--- config.mk ---
export PLATFORM = sky130hd
export DESIGN_NAME = shiftreg_univ
export DESIGN_NICKNAME = d
export VERILOG_FILES = /design/src/rtl/shiftreg_univ_pkg.sv /design/src/rtl/shiftreg_univ_cell.sv /design/src/rtl/shiftreg_univ.sv
export SDC_FILE = /design/constraint.sdc
export NUM_CORES = 1
export LEC_CHECK = 0
export CORE_AREA = 2 2 39 41
export CTS_CLUSTER_SIZE = 30
export DETAILED_ROUTE_END_ITERATION = 8
export DIE_AREA = 0 0 41 43
export PLACE_DENSITY_LB_ADDON = 0.3
export SYNTH_ARGS = -nofsm -noshare
export SYNTH_HDL_FRONTEND = slang
export SYNTH_SLANG_ARGS = --single-unit
--- constraint.sdc ---
create_clock -name clk -period 1 [get_ports clk]
set_input_delay 0.2 -clock clk [delete_from_list [all_inputs] [get_ports clk]]
set_output_delay 0.2 -clock clk [all_outputs]
set_load 0.05 [all_outputs]
--- src/rtl/shiftreg_univ_pkg.sv ---
// -----------------------------------------------------------------------------
// shiftreg_pkg
//   Shared definitions for the universal shift register (shiftreg_univ) and
//   its per-stage cell (shiftreg_cell).
//
//   shift_mode_e : operation select applied on every enabled clock edge
//     SR_HOLD      - stages and fill counter keep their value
//     SR_SHIFT_FWD - data moves toward stage DEPTH-1, sin enters stage 0
//     SR_SHIFT_BWD - data moves toward stage 0, sin_r enters stage DEPTH-1
//     SR_LOAD      - every stage takes its slice of the parallel input
// -----------------------------------------------------------------------------
package shiftreg_pkg;

    typedef enum logic [1:0] {
        SR_HOLD      = 2'b00,
        SR_SHIFT_FWD = 2'b01,
        SR_SHIFT_BWD = 2'b10,
        SR_LOAD      = 2'b11
    } shift_mode_e;

endpackage : shiftreg_pkg

--- src/rtl/shiftreg_univ_cell.sv ---
// -----------------------------------------------------------------------------
// shiftreg_cell
//   One WIDTH-bit stage of the universal shift register. The next value is
//   chosen by a 4:1 mux (hold / previous stage / next stage / parallel load)
//   and is only taken on an enabled edge. rst and clr both zero the stage.
//
// Parameters
//   WIDTH        bits held by this stage
//
// Ports
//   i_clk        rising-edge clock
//   i_rst        synchronous active-high reset
//   i_clr        synchronous clear (same effect as reset)
//   i_en         advance enable; low holds the stage whatever the mode
//   i_mode       operation select
//   i_from_prev  value from the lower-index neighbour (forward shift source)
//   i_from_next  value from the higher-index neighbour (backward shift source)
//   i_load       parallel load value for this stage
//   o_q          registered stage value
// -----------------------------------------------------------------------------
module shiftreg_cell
    import shiftreg_pkg::*;
#(
    parameter int unsigned WIDTH = 1
) (
    input  logic             i_clk,
    input  logic             i_rst,
    input  logic             i_clr,
    input  logic             i_en,
    input  shift_mode_e      i_mode,
    input  logic [WIDTH-1:0] i_from_prev,
    input  logic [WIDTH-1:0] i_from_next,
    input  logic [WIDTH-1:0] i_load,
    output logic [WIDTH-1:0] o_q
);

    logic [WIDTH-1:0] r_q;
    logic [WIDTH-1:0] w_next;

    always_comb begin
        w_next = r_q;
        case (i_mode)
            SR_HOLD:      w_next = r_q;
            SR_SHIFT_FWD: w_next = i_from_prev;
            SR_SHIFT_BWD: w_next = i_from_next;
            SR_LOAD:      w_next = i_load;
            default:      w_next = r_q;
        endcase
    end

    always_ff @(posedge i_clk) begin
        if (i_rst || i_clr) begin
            r_q <= '0;
        end else if (i_en) begin
            r_q <= w_next;
        end
    end

    assign o_q = r_q;

endmodule : shiftreg_cell

--- src/rtl/shiftreg_univ.sv ---
// -----------------------------------------------------------------------------
// shiftreg_univ
//   Parametrised universal shift register: DEPTH stages of WIDTH bits with
//   forward shift, backward shift, parallel load and hold, plus a saturating
//   count of stages written since reset/clear. Used as a configurable delay
//   line and as a word serialiser / deserialiser.
//
//   Priority on each edge: rst > clr > en==0 (hold) > mode.
//
// Parameters
//   WIDTH   bits per stage (>= 1)
//   DEPTH   number of stages (>= 2)
//
// Ports
//   clk     rising-edge clock
//   rst     synchronous active-high reset
//   clr     synchronous clear of all stages and the fill counter
//   en      advance enable; 0 holds everything regardless of mode
//   mode    operation select (shift_mode_e encoding)
//   sin     forward serial input, enters stage 0
//   sin_r   backward serial input, enters stage DEPTH-1
//   pin     parallel load data, stage k = pin[k*WIDTH +: WIDTH]
//   q       stage DEPTH-1 (forward serial output)
//   q_r     stage 0 (backward serial output)
//   pout    all stages, packed like pin
//   fill    stages written since reset/clear, saturating at DEPTH
//   full    fill == DEPTH
//   q_n     ~q, present only when SHIFTREG_UNIV_QN_EN is defined
//
// All outputs are decoded from registered state only.
// -----------------------------------------------------------------------------
module shiftreg_univ
    import shiftreg_pkg::*;
#(
    parameter  int unsigned WIDTH = 1,
    parameter  int unsigned DEPTH = 3,
    localparam int unsigned FW    = $clog2(DEPTH + 1)
) (
    input  logic                   clk,
    input  logic                   rst,
    input  logic                   clr,
    input  logic                   en,
    input  logic [1:0]             mode,
    input  logic [WIDTH-1:0]       sin,
    input  logic [WIDTH-1:0]       sin_r,
    input  logic [DEPTH*WIDTH-1:0] pin,
    output logic [WIDTH-1:0]       q,
    output logic [WIDTH-1:0]       q_r,
    output logic [DEPTH*WIDTH-1:0] pout,
    output logic [FW-1:0]          fill,
    output logic                   full
`ifdef SHIFTREG_UNIV_QN_EN
    ,
    output logic [WIDTH-1:0]       q_n
`endif
);

    localparam logic [FW-1:0] FILL_MAX = FW'(DEPTH);

    shift_mode_e      w_mode;
    logic [WIDTH-1:0] w_stage     [DEPTH];
    logic [WIDTH-1:0] w_from_prev [DEPTH];
    logic [WIDTH-1:0] w_from_next [DEPTH];
    logic [FW-1:0]    r_fill;

    assign w_mode = shift_mode_e'(mode);

    // Stage chain: the serial inputs stand in for the missing neighbour at
    // each end, so every cell sees an identical mux.
    for (genvar k = 0; k < DEPTH; k++) begin : g_stage
        if (k == 0) begin : g_first
            assign w_from_prev[k] = sin;
        end else begin : g_mid_prev
            assign w_from_prev[k] = w_stage[k-1];
        end

        if (k == DEPTH - 1) begin : g_last
            assign w_from_next[k] = sin_r;
        end else begin : g_mid_next
            assign w_from_next[k] = w_stage[k+1];
        end

        shiftreg_cell #(
            .WIDTH (WIDTH)
        ) u_cell (
            .i_clk       (clk),
            .i_rst       (rst),
            .i_clr       (clr),
            .i_en        (en),
            .i_mode      (w_mode),
            .i_from_prev (w_from_prev[k]),
            .i_from_next (w_from_next[k]),
            .i_load      (pin[k*WIDTH +: WIDTH]),
            .o_q         (w_stage[k])
        );

        assign pout[k*WIDTH +: WIDTH] = w_stage[k];
    end

    // Fill counter: each shift writes one new stage; a load writes all of
    // them. Saturates so long streams keep full asserted.
    always_ff @(posedge clk) begin
        if (rst || clr) begin
            r_fill <= '0;
        end else if (en) begin
            case (w_mode)
                SR_SHIFT_FWD, SR_SHIFT_BWD: begin
                    if (r_fill != FILL_MAX) begin
                        r_fill <= r_fill + 1'b1;
                    end
                end
                SR_LOAD: r_fill <= FILL_MAX;
                default: r_fill <= r_fill;
            endcase
        end
    end

    assign q    = w_stage[DEPTH-1];
    assign q_r  = w_stage[0];
    assign fill = r_fill;
    assign full = (r_fill == FILL_MAX);

`ifdef SHIFTREG_UNIV_QN_EN
    assign q_n = ~w_stage[DEPTH-1];
`endif

endmodule : shiftreg_univ
==> run_results.csv <==
group,metric,value,unit
run_status,outcome,"complete, but fails checks",
run_status,failed_checks,"setup timing",
placement,place_hpwl,670,um
global_route,grt_max_degree,7,
flow_run,maxCapViolCount,0,
critical_path,critPathMaxFanout,4,
clock_network,h-tree-depth,1,
drt,drtIter0Drc,1,
sta,fmax,0.902,GHz
sta,setup_violations,3,
critical_path,startpoint_type,"flop",
sta,finClkSkew,0.0748,ps
hold_path,whs_path_depth,4,
yosys,synth-async-reset-ratio,0,%
drt,vias,387,
clock_network,cts-buffers-inserted,3,
yosys,synth_flop_cell,"dfxtp_1",
global_route,grtUsageTotal,11.3,%
yosys,ys_ff_latch,5,
finish,register_area,116,um2
finish,multiInputGateArea,313,um2
critical_path,rr_startpoint,"fill[0]$_SDFFE_PP0P_",
finish,diodes,0,
yosys,synthTopCellsByCount,"o21ai_1, dfxtp_1, ha_1",
placement,portBuffers,18,
sta,hold_slack,364,ps
yosys,synthDominantCellAreaShare,27.6,%
drt,drc,0,
sta,slew_viol_final,0,
power_and_ir_drop,fin_total_pwr,709,uW
clock_network,clk_path_buf_depth,2,
yosys,synth_edf_count,0,
yosys,synth_fp_nets,59,
critical_path,cp.required,800,ps
yosys,yosys-top-cells-area,"dfxtp_1, ha_1, o21ai_1, a22oi_1, buf_4",
global_route,grt_first_pass_wirelength,1300,um
critical_path,reg2reg_to,"fill[1]$_SDFFE_PP0P_",
floorplanning,die_x,41,um
critical_path,cp_num_buf_inv,1,
clock_network,path_clk_slew,40,ps
finish,area_growth,117,%
drt,drt_first_pass_iters,3,
hold_path,holdCritStartpoint,"mode[1]",
placement,gp_congestion,0.747,
floorplanning,io_pins,19,
drt,wl,904,um
floorplanning,coreArea,1380,um2
hold_path,hold_path.class,"in2reg",
floorplanning,rows,14,
global_route,antenna_found_initial,0,
yosys,synthDistinctLibCells,18,
floorplanning,die_area,1760,um2
finish,drive_above_1_share,52.9,%
sta,rsz0062_at_grt,"yes",
critical_path,cp_top_family,"flip-flops",
yosys,netlist_area,363,um2
clock_network,clk_latency,250,ps
critical_path,startpoint,"fill[0]$_SDFFE_PP0P_",
critical_path,r2r_slack,0,ps
clock_network,clkSinkCount,5,
finish,fill_cells,124,
yosys,synth_area_per_cell,8.44,um2
sta,slew_headroom,89.5,%
hold_path,min_to,"fill[0]$_SDFFE_PP0P_",
drt,wl_per_cell,10.8,um
sta,finalCritPeriodShare,111,%
power_and_ir_drop,leakagePower,0.000306,uW
sta,fin_ws,-108,ps
yosys,post-synth-top-count-cell,"o21ai_1",
critical_path,reg2reg_depth,4,
floorplanning,start_util,26.2,%
yosys,yosysSeqAreaShare,27.6,%
critical_path,cp.arrival,910,ps
yosys,yosysTopAreaCell,"dfxtp_1",
global_route,grt_overflow,0,
critical_path,crit_chain,"ha_4 > buf_12",
sta,worst_slew_pin_slew,155,ps
yosys,netlist_instances,43,
floorplanning,die_h,43,um
power_and_ir_drop,ir_drop,0.000361,V
critical_path,critical_path_class,"reg2out",
critical_path,cp_slowest_cell,"dfxtp_4",
sta,period_needed,1110,ps
clock_network,cts-root-buf,"clkbuf_4",
sta,finalHoldViolations,0,
global_route,grt_pass1_vias,317,
yosys,yosysWarnings,0,
power_and_ir_drop,powerDensity,900,nW/um2
clock_network,cts_tree,"yes",
drt,via_per_inst,4.61,
critical_path,end_kind,"primary output",
finish,fin_nets,85,
critical_path,crit_path_max_incr_delay,340,ps
drt,ant_nets,0,
-- worst max path at each step --
stage / to / cells after the start
after floorplan: fill[1]$_SDFFE_PP0P_ / 4
after global placement: fill[1]$_SDFFE_PP0P_ / 6
after detailed placement: fill[1]$_SDFFE_PP0P_ / 6
after CTS: full / 2
after global routing: full / 2
final: full / 2
-- metal layers --
metal	GRT usage, %	wire, um
met3	3.14	58
met1	15.4	417
met5	0	0
met2	13.8	405
met4	10.0	21
-- repair_timing --
| item | CTS | global route |
|---|---|---|
| endpoints found under the setup margin | 13 | 6 |
| resized for setup | 21 | 6 |
| buffers inserted | 0 | 1 |
| hold buffers | 0 | 0 |
| pin swaps | 4 | 4 |
-- report_power, final --
part	total (uW)	switching, uW	internal [uW]
clock network	250	98.2	152
logic	245	110	134
registers	214	12.4	202
-- flip-flops by register name, summed over array words and instances (netlist names) --
name                cells
g_stage.u_cell.o_q      3
fill                    2
-- cells by family (layout without fill, tap and decap cells) --
family / Yosys count / in the layout / share of synthesized area (%)
compound gates: 16 / 16 / 26.9
simple gates: 10 / 10 / 16.2
buf+inv: 6 / 31 / 9.31
fa+ha+maj: 5 / 5 / 17.2
flops: 5 / 5 / 27.6
mux: 1 / 1 / 2.76
-- worst min-delay path, stage by stage --
cell and delay, ps:
buf_2 120, inv_2 60, ha_4 140, a21oi_1 50
-- per-stage QoR --
| stage | cells | util (%) | setup TNS (ps) | cell area, um2 | worst slack (ps) |
|---|---|---|---|---|---|
| floorplan | 43 | - | -254 | 385 | -163 |
| global placement | 79 | 49.2 | -2610 | 681 | -593 |
| finish | 84 | 57.0 | -256 | 788 | -108 |
| detailed placement | 79 | 49.2 | -2710 | 681 | -645 |
| global route | 84 | 57.0 | -386 | 788 | -123 |
| CTS | 83 | 55.1 | -284 | 762 | -114 |
-- cell type report --
cell class	instances	area share [%]
clock buffers	4	3.33
inverters	3	1.43
multi-input cells	32	39.7
flip-flops and latches	5	14.8
well taps	16	2.54
repair buffers	24	38.3
-- cells in the final DEF, fill, tap and decap left out, drive strengths merged, types with 2 or more instances in the layout --
| cell type | count |
|---|---|
| o21a | 2 |
| clkbuf | 4 |
| o21ai | 7 |
| buf | 16 |
| nand2 | 4 |
| a31oi | 3 |
| ha | 5 |
| nor2 | 2 |
| clkdlybuf4s50 | 7 |
| dfxtp | 5 |
| a22oi | 3 |
| inv | 3 |
| nor2b | 2 |
(Power assumes the default switching activity.)
==> RTL change 1: new RTL, same flow settings <==
Change the parameter `DEPTH` from 3 to 2.
--- a/src/rtl/shiftreg_univ.sv
+++ b/src/rtl/shiftreg_univ.sv
@@ -33,7 +33,7 @@
     import shiftreg_pkg::*;
 #(
     parameter  int unsigned WIDTH = 1,
-    parameter  int unsigned DEPTH = 3,
+    parameter  int unsigned DEPTH = 2,
     localparam int unsigned FW    = $clog2(DEPTH + 1)
 ) (
     input  logic                   clk,
Interface: changed (resized pin and pout); port bits go from 19 to 17. The function was not compared with the original's and may differ.
==> RTL change 1 against the unedited design <==
The flow still finishes with violations (negative setup slack); routed wire length is 12% lower; non-clock buffer count is 1 higher; sequential share of layout area down 1.7 points; global-route usage down 0.31 points; setup slack worse by 8.7 ps; first-iteration DRC count decreased by 100%; register-to-register slack got worse by 50 ps; largest power group is now combinational logic; total power is 15% lower; sequential cell count is 1 lower; core utilization is 5.7 points lower; area after synthesis is 16% lower; design area is 10% lower.
==> RTL change 1: results (changes against the unedited design) <==
Parameter                              Value

Outcome
  Result of the run ... complete, but fails checks
  Failing checks ... negative setup slack

Synth
  Top post-synthesis cells by area ... sky130_fd_sc_hd__dfxtp_1, sky130_fd_sc_hd__ha_1, sky130_fd_sc_hd__mux2i_1, sky130_fd_sc_hd__nor2b_1, sky130_fd_sc_hd__a221oi_1
  Net count after synthesis ... 51 (-14%)
  Sequential share of the synthesized area ... 0.263 (-0.0125)

Timing
  Min setup slack post-route ... -117 ps (-8.71 ps)
  Max Clock Skew ... 1.87 ps (+1.80 ps)
  Final count of negative-setup-slack endpoints ... 5 (+2)

Routing
  Routed length on met2 ... 401 µm (-0.99%)
  Met1 routed wirelength after detailed routing ... 338 µm (-19%)
  Vias per std cell ... 4.38 (-4.8%)
  Wire length on met3 ... 39 µm (-33%)

Cells and area
  Multi-input logic area ... 251 µm² (-20%)
  Fill cells ... 131 (+5.6%)
  # nets final ... 79 (-7.1%)
  Share of post-route cells with drive strength above 1 ... 0.597 (+0.0674)

Global route
  Met1 usage in global routing ... 0.112 (-0.0420)
  Met3 track demand over resource ... 0.0157 (-0.0157)
  Via count of the first global-routing pass ... 347 (+9.5%)
  Met2 layer usage reported by global route ... 0.178 (+0.0406)
  Total GRT Usage ... 0.110 (-0.00312)

Place
  Dpl cell area ... 659 µm² (-3.1%)
  DPL Wire Length ... 673 µm (+0.46%)
  Quantity of I/O buffers inserted on ports ... 16 (-2)

Worst setup path
  Critical-path maximum fanout ... 2 (-2)
  Worst Reg2Reg Path Length in Cells ... 5 (+1)

Worst hold path
  Number of cells on the worst hold path ... 5 (+1)

Clock network
  Clock Latency Late Sink ... 230 ps (-20 ps)

Pwr
  Leakage power of the design ... 0.305 nW (-0.37%)
  Worst VDD drop ... 0.400 mV (+11%)
==> RTL change 1: worst paths after layout <==
kind	end	slack [ps]
max	full	-120
min	g_stage[0].u_cell.o_q	470
max reg2reg	fill[0]	-50
min reg2reg	g_stage[0].u_cell.o_q	600
==> RTL change 1: cells by family after synthesis <==
kind of cell,synth area share
AOI/OAI and AO/OA,0.193
adders and majority gates,0.206
buffers and inverters,0.0987
DFF,0.263
muxes,0.0658
and+or+nand+nor,0.173
==> RTL change 1: layout make-up <==
| cell class | instances | share of cell area |
|---|---|---|
| Sequential cell | 4 | 0.131 |
| Multi-Input combinational cell | 26 | 0.354 |
| Clock buffer | 3 | 0.0317 |
| Timing Repair Buffer | 25 | 0.430 |
| Inverter | 4 | 0.0247 |
| Tap cell | 16 | 0.0282 |
==> RTL change 1: through the flow <==
stage / cells / setup TNS (ps)
after floorplan: 36 / -366
after global placement: 75 / -2580
after detailed placement: 75 / -2750
after CTS: 78 / -405
after global routing: 78 / -490
final: 78 / -280
==> RTL change 1: timing repair <==
action	4_1_cts	5_1_grt
pin swaps	5	5
gates resized for setup	13	5
buffers inserted	0	0
endpoints found under the setup margin	9	7
hold buffers	0	0
==> RTL change 1: power by group through the flow <==
stage | Sequential, W | Clock (W) | Combinational, W
global placement | 0.000175 | 0 | 0.000216
finish | 0.000171 | 0.000205 | 0.000226
detailed placement | 0.000176 | 0 | 0.000218
global route | 0.000172 | 0.000223 | 0.000241
CTS | 0.000172 | 0.000221 | 0.000220
floorplan | 0.000193 | 0 | 0.0000834
==> RTL change 1: worst register-to-register path, delay by kind of cell (launching register included) <==
kind | cells | cell delay (ps)
DFF | 1 | 340
buffers and inverters | 1 | 60
muxes | 1 | 210
AOI/OAI and AO/OA | 1 | 170
adders and majority gates | 1 | 140
and+or+nand+nor | 1 | 50
==> RTL change 2: new RTL, config.mk and constraints unchanged <==
Made on the original files. Register the input `mode` before use, without a reset. The logic sees it one clock later. The other inputs are not delayed to match.
--- a/src/rtl/shiftreg_univ.sv
+++ b/src/rtl/shiftreg_univ.sv
@@ -57,13 +57,19 @@
 
     localparam logic [FW-1:0] FILL_MAX = FW'(DEPTH);
 
+    logic [1:0] mode_q;
+
+    always_ff @(posedge clk) begin
+        mode_q <= mode;
+    end
+
     shift_mode_e      w_mode;
     logic [WIDTH-1:0] w_stage     [DEPTH];
     logic [WIDTH-1:0] w_from_prev [DEPTH];
     logic [WIDTH-1:0] w_from_next [DEPTH];
     logic [FW-1:0]    r_fill;
 
-    assign w_mode = shift_mode_e'(mode);
+    assign w_mode = shift_mode_e'(mode_q);
 
     // Stage chain: the serial inputs stand in for the missing neighbour at
     // each end, so every cell sees an identical mux.
Formal check against the unedited RTL: not equivalent (a bounded check fails within 4 cycles, from zero or initial values).
==> RTL change 2 against the unedited design <==
The run still ends with negative setup slack left; sequential cell count up 2; fmax decreased by 4.6%; design area grew 0.48%; setup slack got worse by 53 ps; critical path depth up 3; highest routed layer unchanged; die area unchanged; total power is 14% higher; non-clock buffer count shrank 2; area after synthesis up 11%; core utilization is 0.27 points higher; routed wire length increased by 21%; count of clock-buffer cells in the layout did not move.
==> RTL change 2: results (changes against the unedited design) <==
Parameter                              Value

Outcome
  Result of the run ... complete, but fails checks
  Failing checks ... negative setup slack

Pwr
  Internal power ... 0.000568 W (+16%)
  Part of the total power dissipated in the clock network ... 0.336 (-0.017)
  Total Power ... 0.000805 W (+14%)
  Leakage power of the design ... 0.307 nW (+0.28%)

Place
  Final Wtd Congestion ... 0.764 (+2.3%)
  # placed instances ... 78 (-1.3%)
  Worst slack at placement ... -240 ps (+406 ps)

Worst setup path
  Slowest CP cell ... sky130_fd_sc_hd__dfxtp_2
  Worst Reg2Reg Path Length in Cells ... 5 (+1)
  Crit path to ... fill[1]
  Reg2Reg Launch Point ... mode_q[1]
  Worst Path Arrival ... 1340 ps (+430 ps)
  Max stage delay on crit path ... 360 ps (+20 ps)

Routing
  Wirelength, routed ... 1090 µm (+21%)
  Pre-Repair DR Iteration Count ... 4 (+1)
  Vias per std cell ... 4.99 (+8.3%)
  Detailed Route Iter0 Violations ... 8 (+7)

Timing
  Relative slew slack ... 0.832 (-0.0630)
  Final count of negative-setup-slack endpoints ... 8 (+5)
  Worst slack on hold paths ... 375 ps (+10.4 ps)
  Max Clock Skew ... 2.88 ps (+2.80 ps)
  Final-layout setup total negative slack ... -898 ps (-642 ps)
  Min setup slack post-route ... -162 ps (-53.3 ps)

Synth
  Cell count after synthesis ... 45 (+4.7%)
  Sequential share of the synthesized area ... 0.348 (+0.0720)

Global route
  Met1 usage in global routing ... 0.181 (+0.0274)
  Met2 layer usage reported by global route ... 0.244 (+0.106)
  Met3 track demand over resource ... 0.0524 (+0.0209)
  Total GRT Usage ... 0.162 (+0.0486)

Worst hold path
  Number of cells on the worst hold path ... 1 (-3)
  Capture endpoint of the worst hold path ... mode_q[0]

Cells and area
  Share of post-route cells with drive strength above 1 ... 0.515 (-0.0147)
==> RTL change 2: cell types whose count changed in the layout (fill, tap and decap cells not counted), moves of 3 or more <==
cell	unedited run	this run
sky130_fd_sc_hd__buf_4	5	2
sky130_fd_sc_hd__clkdlybuf4s50_1	7	10
sky130_fd_sc_hd__ha_4	5	2
sky130_fd_sc_hd__o21ai_1	6	3
sky130_fd_sc_hd__o21ai_2	0	3
==> RTL change 2: worst register-to-register path, delay by kind of cell, from the launching register on <==
| family | cells | cell delay (ps) |
|---|---|---|
| fa+ha+maj | 1 | 250 |
| flops | 1 | 360 |
| compound gates | 1 | 120 |
| buf+inv | 1 | 50 |
| simple gates | 1 | 130 |
| mux | 1 | 190 |
==> RTL change 2: area by class of cell <==
| type | instances | area, µm² |
|---|---|---|
| Multi-Input combinational cell | 32 | 278 |
| Timing Repair Buffer | 22 | 298 |
| Fill cell | 118 | 592 |
| Sequential cell | 7 | 159 |
| Tap cell | 16 | 20.0 |
| Clock buffer | 4 | 26.3 |
| Inverter | 3 | 11.3 |
==> RTL change 2: logic make-up (layout without fill, tap and decap cells) <==
logic type,count (synthesis),count (layout),synth area share
flops,7,7,0.348
simple gates,10,10,0.146
fa+ha+maj,5,5,0.155
compound gates,16,16,0.242
buf+inv,6,29,0.0838
mux,1,1,0.0248
==> RTL change 2: metal layers <==
layer / wire length (µm) / share of wire / up-vias
met5: 0 / 0 / -
met4: 43 / 0.039 / 0
met3: 58 / 0.053 / 7
met2: 575 / 0.53 / 16
met1: 414 / 0.38 / 194
li1: - / - / 202
==> RTL change 2: repair_timing <==
action                                  CTS  global route
cloned                                    0             0
resized for setup                         9             0
setup buffers                             2             0
pin swaps                                 3             3
endpoints found under the setup margin   13            13
